**src/rtl/frodo_inst_pkg.sv**
```systemverilog
// Shared definitions for the instruction queue.
// Holds the instruction-word field offsets, field widths, the NOP opcode
// and the small field typedefs used by inst_queue and its bench.
package frodo_inst_pkg;

  localparam int OPC_W    = 3;
  localparam int LVL_W    = 2;

  // Field LSB positions inside the instruction word
  localparam int OPC_LSB  = 24;
  localparam int A_LSB    = 20;
  localparam int B_LSB    = 16;
  localparam int C_LSB    = 12;
  localparam int MODE_BIT = 11;

  typedef logic [OPC_W-1:0] opcode_t;
  typedef logic [LVL_W-1:0] level_t;

  localparam opcode_t OPC_NOP = 3'b000;

  // Width of one stored queue entry for a given operand index width
  function automatic int entry_width(input int idx_w);
    return OPC_W + 3 * idx_w + 1 + LVL_W;
  endfunction

endpackage

```
**src/rtl/inst_fifo.sv**
```systemverilog
// Circular-buffer storage for the instruction queue.
// Ports:
//   clk, rst  - clock and synchronous active-high reset
//   flush_i   - empty the buffer next cycle (stored words are abandoned)
//   push_i    - write data_i at the tail (caller guarantees not full)
//   data_i    - entry to write
//   pop_i     - advance the head (caller guarantees not empty)
//   head_o    - entry at the head, read combinationally
//   count_o   - number of valid entries, 0..DEPTH
module inst_fifo #(
  parameter int WIDTH = 17,
  parameter int DEPTH = 8
) (
  input  logic                       clk,
  input  logic                       rst,
  input  logic                       flush_i,
  input  logic                       push_i,
  input  logic [WIDTH-1:0]           data_i,
  input  logic                       pop_i,
  output logic [WIDTH-1:0]           head_o,
  output logic [$clog2(DEPTH):0]     count_o
);

  localparam int AW = $clog2(DEPTH);
  localparam int CW = AW + 1;

  logic [WIDTH-1:0] mem_q [DEPTH];
  logic [AW-1:0]    wr_ptr_q, wr_ptr_d;
  logic [AW-1:0]    rd_ptr_q, rd_ptr_d;
  logic [CW-1:0]    count_q,  count_d;

  // DEPTH is a power of two, so pointer overflow is the modulo wrap.
  always_comb begin
    wr_ptr_d = wr_ptr_q;
    rd_ptr_d = rd_ptr_q;
    count_d  = count_q;
    if (flush_i) begin
      wr_ptr_d = '0;
      rd_ptr_d = '0;
      count_d  = '0;
    end else begin
      if (push_i) wr_ptr_d = wr_ptr_q + AW'(1);
      if (pop_i)  rd_ptr_d = rd_ptr_q + AW'(1);
      count_d = count_q + CW'(push_i) - CW'(pop_i);
    end
  end

  always_ff @(posedge clk) begin
    if (rst) begin
      wr_ptr_q <= '0;
      rd_ptr_q <= '0;
      count_q  <= '0;
    end else begin
      wr_ptr_q <= wr_ptr_d;
      rd_ptr_q <= rd_ptr_d;
      count_q  <= count_d;
    end
  end

  // Storage carries no reset; validity is tracked purely by count_q.
  always_ff @(posedge clk) begin
    if (push_i && !flush_i) mem_q[wr_ptr_q] <= data_i;
  end

  assign head_o  = mem_q[rd_ptr_q];
  assign count_o = count_q;

endmodule

```
**src/rtl/inst_queue.sv**
```systemverilog
// In-order instruction queue with an operand scoreboard.
// Ports:
//   clk, rst                 - clock, synchronous active-high reset
//   inst, inst_valid, level  - incoming instruction word and security tag
//   inst_ready               - queue has room (no pass-through when full)
//   flush                    - drop every queued, unissued instruction
//   issue_*                  - head instruction offered to the unit
//   done, done_idx           - unit finished writing operand done_idx
//   count                    - queued entries
//   busy_map                 - one pending-write bit per operand index
//   ovf                      - sticky: a word arrived while full
module inst_queue
  import frodo_inst_pkg::*;
#(
  parameter int INST_WIDTH = 27,
  parameter int IDX_WIDTH  = 4,
  parameter int DEPTH      = 8
) (
  input  logic                      clk,
  input  logic                      rst,
  input  logic [INST_WIDTH-1:0]     inst,
  input  logic                      inst_valid,
  input  logic [LVL_W-1:0]          level,
  output logic                      inst_ready,
  input  logic                      flush,
  output logic                      issue_valid,
  input  logic                      issue_ready,
  output logic [OPC_W-1:0]          issue_opcode,
  output logic [IDX_WIDTH-1:0]      issue_a,
  output logic [IDX_WIDTH-1:0]      issue_b,
  output logic [IDX_WIDTH-1:0]      issue_c,
  output logic                      issue_mode,
  output logic [LVL_W-1:0]          issue_level,
  input  logic                      done,
  input  logic [IDX_WIDTH-1:0]      done_idx,
  output logic [$clog2(DEPTH):0]    count,
  output logic [2**IDX_WIDTH-1:0]   busy_map,
  output logic                      ovf
);

  localparam int CW   = $clog2(DEPTH) + 1;
  localparam int EW   = entry_width(IDX_WIDTH);
  localparam int NREG = 2**IDX_WIDTH;
  localparam logic [CW-1:0] FULL_CNT = CW'(DEPTH);

  logic [EW-1:0]        push_data, head_data;
  logic [CW-1:0]        fifo_count;
  logic                 push, pop, fire, nop_pop, non_empty, hazard_free;

  opcode_t              h_opc;
  logic [IDX_WIDTH-1:0] h_a, h_b, h_c;
  logic                 h_mode;
  level_t               h_lvl;

  logic [NREG-1:0]      busy_q, busy_d;
  logic                 ovf_q, ovf_d;

  // Reserved bits are carried on the port but never stored.
  logic unused_inst;
  assign unused_inst = ^inst;

  assign push_data = {inst[OPC_LSB +: OPC_W],
                      inst[A_LSB +: IDX_WIDTH],
                      inst[B_LSB +: IDX_WIDTH],
                      inst[C_LSB +: IDX_WIDTH],
                      inst[MODE_BIT],
                      level};

  assign {h_opc, h_a, h_b, h_c, h_mode, h_lvl} = head_data;

  assign non_empty   = (fifo_count != '0);
  assign inst_ready  = (fifo_count != FULL_CNT);
  // Scoreboard is read registered: a result finishing this cycle only
  // unblocks the head on the following cycle.
  assign hazard_free = !(busy_q[h_a] || busy_q[h_b] || busy_q[h_c]);

  // flush and rst suppress the handshake so nothing issues as the queue
  // is being emptied.
  assign issue_valid = non_empty && (h_opc != OPC_NOP) && hazard_free
                       && !flush && !rst;
  assign fire        = issue_valid && issue_ready;
  assign nop_pop     = non_empty && (h_opc == OPC_NOP) && !flush && !rst;
  assign pop         = fire || nop_pop;
  // Readiness is judged on the pre-pop count: a full queue never accepts.
  assign push        = inst_valid && inst_ready && !flush;

  inst_fifo #(
    .WIDTH (EW),
    .DEPTH (DEPTH)
  ) u_fifo (
    .clk     (clk),
    .rst     (rst),
    .flush_i (flush),
    .push_i  (push),
    .data_i  (push_data),
    .pop_i   (pop),
    .head_o  (head_data),
    .count_o (fifo_count)
  );

  // Set is applied after clear so an issue to the same index wins.
  always_comb begin
    busy_d = busy_q;
    if (done) busy_d[done_idx] = 1'b0;
    if (fire) busy_d[h_c]      = 1'b1;
  end

  assign ovf_d = ovf_q || (inst_valid && !inst_ready);

  always_ff @(posedge clk) begin
    if (rst) begin
      busy_q <= '0;
      ovf_q  <= 1'b0;
    end else begin
      busy_q <= busy_d;
      ovf_q  <= ovf_d;
    end
  end

  assign issue_opcode = h_opc;
  assign issue_a      = h_a;
  assign issue_b      = h_b;
  assign issue_c      = h_c;
  assign issue_mode   = h_mode;
  assign issue_level  = h_lvl;
  assign count        = fifo_count;
  assign busy_map     = busy_q;
  assign ovf          = ovf_q;

endmodule

```
**config.mk**
```make
export PLATFORM = sky130hd
export DESIGN_NAME = inst_queue
export DESIGN_NICKNAME = d
export VERILOG_FILES = /design/src/rtl/frodo_inst_pkg.sv /design/src/rtl/inst_fifo.sv /design/src/rtl/inst_queue.sv
export SDC_FILE = /design/constraint.sdc
export NUM_CORES = 1
export LEC_CHECK = 0
export BUFFER_PORTS_ARGS = -buffer_cell sky130_fd_sc_hd__clkbuf_2
export CAP_MARGIN = 5
export CORE_MARGIN = 4
export CORE_UTILIZATION = 45
export CTS_CLUSTER_DIAMETER = 120
export CTS_CLUSTER_SIZE = 8
export DETAILED_ROUTE_END_ITERATION = 8
export SLEW_MARGIN = 20
export SYNTH_ARGS = -nofsm -noshare
export SYNTH_HDL_FRONTEND = slang
export SYNTH_SLANG_ARGS = --single-unit
export TNS_END_PERCENT = 30
```
**constraint.sdc**
```tcl
create_clock -name clk -period 5 [get_ports clk]
set_input_delay 0.75 -clock clk [delete_from_list [all_inputs] [get_ports clk]]
set_output_delay 0.75 -clock clk [all_outputs]
set_load 0.05 [all_outputs]
```
======== Word level (Yosys, flattened, before mapping) ========
Memories as Yosys holds them, arrays and structs flattened. A register that Yosys moved wholly into a read port is not among the register bits.
Index checks and enable logic that the tools add are counted.
word-level totals
  memory bits (read-only) ................. 0
  flip-flop bits (word level) ............. 27
  bits in latches ......................... 0
  memory bits (writable) .................. 144
  memories ................................ 1
cells by class
  eq/ne operators ......................... 1
  div/mod/pow operators ................... 0
  mux-type cells .......................... 16
  $mul .................................... 0
  reductions and logical operators ........ 26
  $add $sub $neg .......................... 4
  shift operators ......................... 0
  bitwise logic cells ..................... 3
  order comparisons ....................... 6
memory list
  memory        depth  bits a word  rd ports  clocked after Yosys merged registers in  wr ports  RTL line         source
  u_fifo.mem_q  8      18           1         1                                        1         inst_fifo.sv:27  logic [WIDTH-1:0] mem_q [DEPTH];
operators with widths
  kind                                                               count
  two-way mux 16 bit                                                 2
  < comparator 4 x 5 -> 1 bit, second input constant                 4
  bitwise AND 16 bit                                                 1
  inverter 16 bit                                                    1
  bitwise OR 16 bit                                                  1
  logical AND 1 bit                                                  14
  binary-select mux 1 bit (select 4 bit)                             3
  demux 1 bit (select 4 bit)                                         2
  greater-or-equal comparator 4 x 1 -> 1 bit, second input constant  2
  two-way mux 1 bit                                                  7
  adder 3 x 1 -> 3 bit, second input constant                        2
  two-way mux 3 bit                                                  2
  adder 4 x 1 -> 4 bit                                               1
  logical NOT 1 bit                                                  4
  logical OR 1 bit                                                   4
  inequality test 4 bit, second input constant                       1
  nonzero test 4 bit                                                 1
  subtractor 4 x 1 -> 4 bit                                          1
  logical NOT 3 bit                                                  1
  nonzero test 3 bit                                                 1
  OR reduction 2 bit                                                 1

======== Depth between registers and ports, before layout ========
  word-level depth ........................ 12
  gate-level depth with buffers ........... 20

======== By module ========
Synthesis repeated with hierarchy kept, for this count alone.
second synthesis, totals
  cell total of the unflattened synthesis .. 411
  area, all modules ....................... 7514.7 um^2
modules (own cells, without submodules)
  module      times used  cells each  area an instance (um^2)  sequential area each (um^2)
  inst_fifo   1           276         6149.6                   4584.4
  inst_queue  1           135         1365.1                   340.3

======== Least setup slack after synthesis ========
Ideal clock, no wire load.
  path kind ............................... register to register
  start ................................... register (tool-made name)
  end ..................................... register u_fifo.count_q[2], in the netlist u_fifo.count_o[2]
  setup time .............................. 0.124 ns
  setup slack ............................. 0.668 ns
  arrival time ............................ 4.207 ns
  path buffers ............................ 2
  cell stages (with the launch flop) ...... 18
  cells stage by stage .................... dfxtp_1 -> buf_6 -> mux2_1 -> mux4_2 -> mux4_2 -> and3_4 -> a221oi_4 -> nand3_2 -> or4b_1 -> buf_2 -> o21ai_2 -> ha_1 -> inv_1 -> ha_1 -> inv_1 -> fa_1 -> xor2_1 -> nor2_1
RTL lines
  item                  RTL line         source
  to (signal assigned)  inst_fifo.sv:56  count_q <= count_d;
  to (decl)             inst_fifo.sv:30  logic [CW-1:0] count_q, count_d;

==> impl_metrics.py <==
metrics = {
    "power": {
        "sw_frac_of_total_pct": 21.2,
        "switchingPower_w": 0.000642,
        "ir_worst_vdd_v": 0.000229,
        "powerDensity_nw_per_um2": 331,
        "seq_power_share_pct": 52.4,
        "leakagePower_nw": 3.10,
        "p_int_w": 0.00238,
        "clockPowerShare_pct": 41.9,
        "power_frac_comb_pct": 5.7,
    },
    "finish": {
        "fin_util_pct": 53.0,
        "nNetsFinal": 652,
        "layout_common_cells": "144 x edfxtp_1, 68 x clkbuf_2, 38 x mux4_2",
        "drive_gt1_share_pct": 31.8,
        "layout_commonest_cell": "edfxtp_1",
        "fill_cells": 1394,
        "antennaDiodeCount": 0,
        "syn2layout_area_growth_pct": 16.2,
        "stdcell_count": 842,
        "finalInstanceArea_um2": 9130,
    },
    "drt": {
        "post_drt_via_cell_ratio": 5.82,
        "initialDrtViolationCount": 350,
        "post_drt_wl_per_cell_um": 21.4,
        "vias": 4900,
        "drc": 0,
        "first_pass_iters": 5,
        "routed_wl_mm": 18.0,
        "ant_nets": 0,
    },
    "logic_synthesis": {
        "ys_ff_latch": 174,
        "synth_warnings": 0,
        "syn_area_um2": 7860,
        "netlist-cell-type-count": 65,
        "avgSynthCellArea_um2": 15.1,
        "synthArstFlopShare_pct": 0,
        "synth_edf_count": 144,
        "synth_nets": 567,
        "ys.flop_type": "edfxtp_1",
        "synth_seq_area_share_pct": 62.6,
        "synthCells": 519,
    },
    "min_path": {
        "hp-class": "flop to flop",
        "holdPathEnd": "ovf",
        "whs_path_depth": 2,
        "hold_start": "ovf",
    },
    "flow_run": {
        "drv_cap": 0,
    },
    "clock_network": {
        "cts_tree": "yes",
        "root_buffer": "clkbuf_16",
        "cts_resized": 0,
        "cts-hold-fix-buffers": 0,
        "cts_post_setup_buffers_inserted": 0,
        "clk_pin_slew_worst_paths_ns": 0.07,
        "cts_sinks": 174,
        "cts.htree.levels": 4,
        "clock_latency_ns": 0.42,
        "clockBufferDepth": 2,
        "numCtsBuffers": 17,
    },
    "worst_setup_path": {
        "cp-end-kind": "flop",
        "crit_arrival_ns": 5.00,
        "r2r_cells": 16,
        "cp-start-kind": "flop",
        "path_class": "flop to flop",
        "r2r_slack_ns": 0.31,
        "crit_fanout": 23,
        "required_ns": 5.32,
        "r2r-end": "u_fifo.count_o[2]",
    },
    "die": {
        "die_width_um": 140,
        "fp.dieArea_um2": 19600,
        "coreArea_um2": 17200,
        "die_y_um": 140,
        "io_pins": 80,
        "num_rows": 48,
        "start_util_pct": 45.6,
    },
    "timing": {
        "final_max_slew_viol_count": 0,
        "tns_ns": 0,
        "min_period_ns": 4.69,
        "skew_ns": 0.00930,
        "tightest_slew_ns": 0.838,
        "fin_crit_sh_pct": 93.7,
        "finalSetupViolCount": 0,
        "fmax_mhz": 213,
        "grt_setup_unrepaired": "no",
        "max_slew_margin_pct": 42.5,
        "fin_hold_ws_ns": 0.473,
        "hold_viol": 0,
    },
    "place": {
        "place_hpwl_mm": 12.0,
        "dp.cells": 810,
        "dpl_cell_area_um2": 8540,
        "place.gp.congestion": 0.891,
        "port-buffer-count": 68,
    },
    "global_route": {
        "use_met2_pct": 30.5,
        "grtUsageMet3_pct": 5.29,
        "met1_usage_pct": 24.4,
        "grt-ovfl-total": 0,
        "grt.total_usage_pct": 18.8,
        "busiest_layer": "met2",
        "antenna_found_initial": 1,
        "grt_max_degree": 59,
        "grt_pass1_vias": 4982,
        "grt_pass1_wl_mm": 28.1,
    },
    "run_status": {
        "status": "completed",
    },
}
state kept, by name, summed over array words and instances, names as in the netlist, named ones only:
| register | flops |
|---|---|
| u_fifo.mem_q | 144 |
| busy_map | 16 |
| u_fifo.rd_ptr_q | 3 |
| u_fifo.wr_ptr_q | 3 |
| u_fifo.count_o | 4 |
| ovf | 1 |
per-stage QoR:
stage | power [W] | worst slack [ns]
4_1_cts | 0.00305 | 0.320
3_3_place_gp | 0.00178 | 0.419
2_1_floorplan | 0.00172 | 0.668
6_report | 0.00302 | 0.313
5_1_grt | 0.00314 | 0.0185
3_5_place_dp | 0.00179 | 0.349
layer usage:
layer	vias up	wire length, um
met1	2484	7680
met3	33	1210
met2	160	8750
met5	-	12
li1	2221	-
met4	2	327
cell usage after synthesis, types with 3 or more instances:
cell	count	area share, %
or3_1	3	0.24
a21oi_1	8	0.51
buf_2	7	0.45
nand2b_1	6	0.48
buf_6	3	0.43
inv_1	27	1.3
ha_1	8	1.3
o21ai_2	5	0.56
o221ai_1	3	0.33
o21ai_0	14	0.89
nor3_1	10	0.64
o41ai_1	4	0.45
nand3b_1	4	0.38
edfxtp_1	144	55
mux2_2	19	2.7
nand3_1	24	1.5
dfxtp_1	30	7.6
o32ai_1	3	0.33
mux2_1	3	0.43
nor2b_1	4	0.32
clkbuf_1	4	0.19
nand2_1	34	1.6
buf_1	4	0.19
mux4_2	38	11
o311ai_0	3	0.33
nor2_1	25	1.2
a32o_1	10	1.3
mux2i_1	23	2.9
final cells by class:
| cell class | count | area (um^2) | area share (%) |
|---|---|---|---|
| multi-input combinational | 297 | 2750 | 30.1 |
| tap | 225 | 282 | 3.08 |
| clock buffer | 23 | 532 | 5.82 |
| sequential | 174 | 4930 | 54.0 |
| timing repair buffer | 86 | 488 | 5.34 |
| clock inverter | 9 | 53.8 | 0.589 |
| inverter | 28 | 105 | 1.15 |
how the worst max path moves through the flow:
stage               startpoint                 to  slack [ns]
CTS                       flop  u_fifo.count_o[2]        0.32
global placement          flop  u_fifo.count_o[3]        0.42
finish                    flop  u_fifo.count_o[2]        0.31
floorplan                 flop  u_fifo.count_o[2]        0.67
detailed placement        flop  u_fifo.count_o[2]        0.35
global route              flop  u_fifo.count_o[2]        0.02
critical path, stage by stage (launching register included):
cell and delay, ns:
dfxtp_2 0.64, buf_4 0.39, mux4_2 0.35, mux2i_1 0.36
mux2_2 0.38, or3_1 0.31, o2111ai_1 0.15, nand3_2 0.11
or4b_1 0.58, o21ai_2 0.15, ha_1 0.29, inv_1 0.06
ha_1 0.15, inv_1 0.05, fa_1 0.38, xor2_1 0.16
nor2_1 0.05
power by group through the flow:
stage               combinational (W)  sequential (W)  clock [W]
detailed placement           0.000172         0.00162          0
global route                 0.000186         0.00158    0.00137
global placement             0.000168         0.00161          0
finish                       0.000172         0.00158    0.00127
floorplan                    0.000104         0.00162          0
CTS                          0.000172         0.00158    0.00129
kinds of logic (layout without fill, tap and decap cells):
kind of cell,count (synthesis),in the layout,synth area share (%)
AOI/OAI and AO/OA,71,71,7.08
xor gates and xnor gates,4,4,0.446
adders and majority gates,9,9,1.53
buffers and inverters,48,146,2.79
DFF,174,174,62.6
muxes,84,84,17.2
and+or+nand+nor,129,129,8.36
Power figures use the tool's default switching activity.
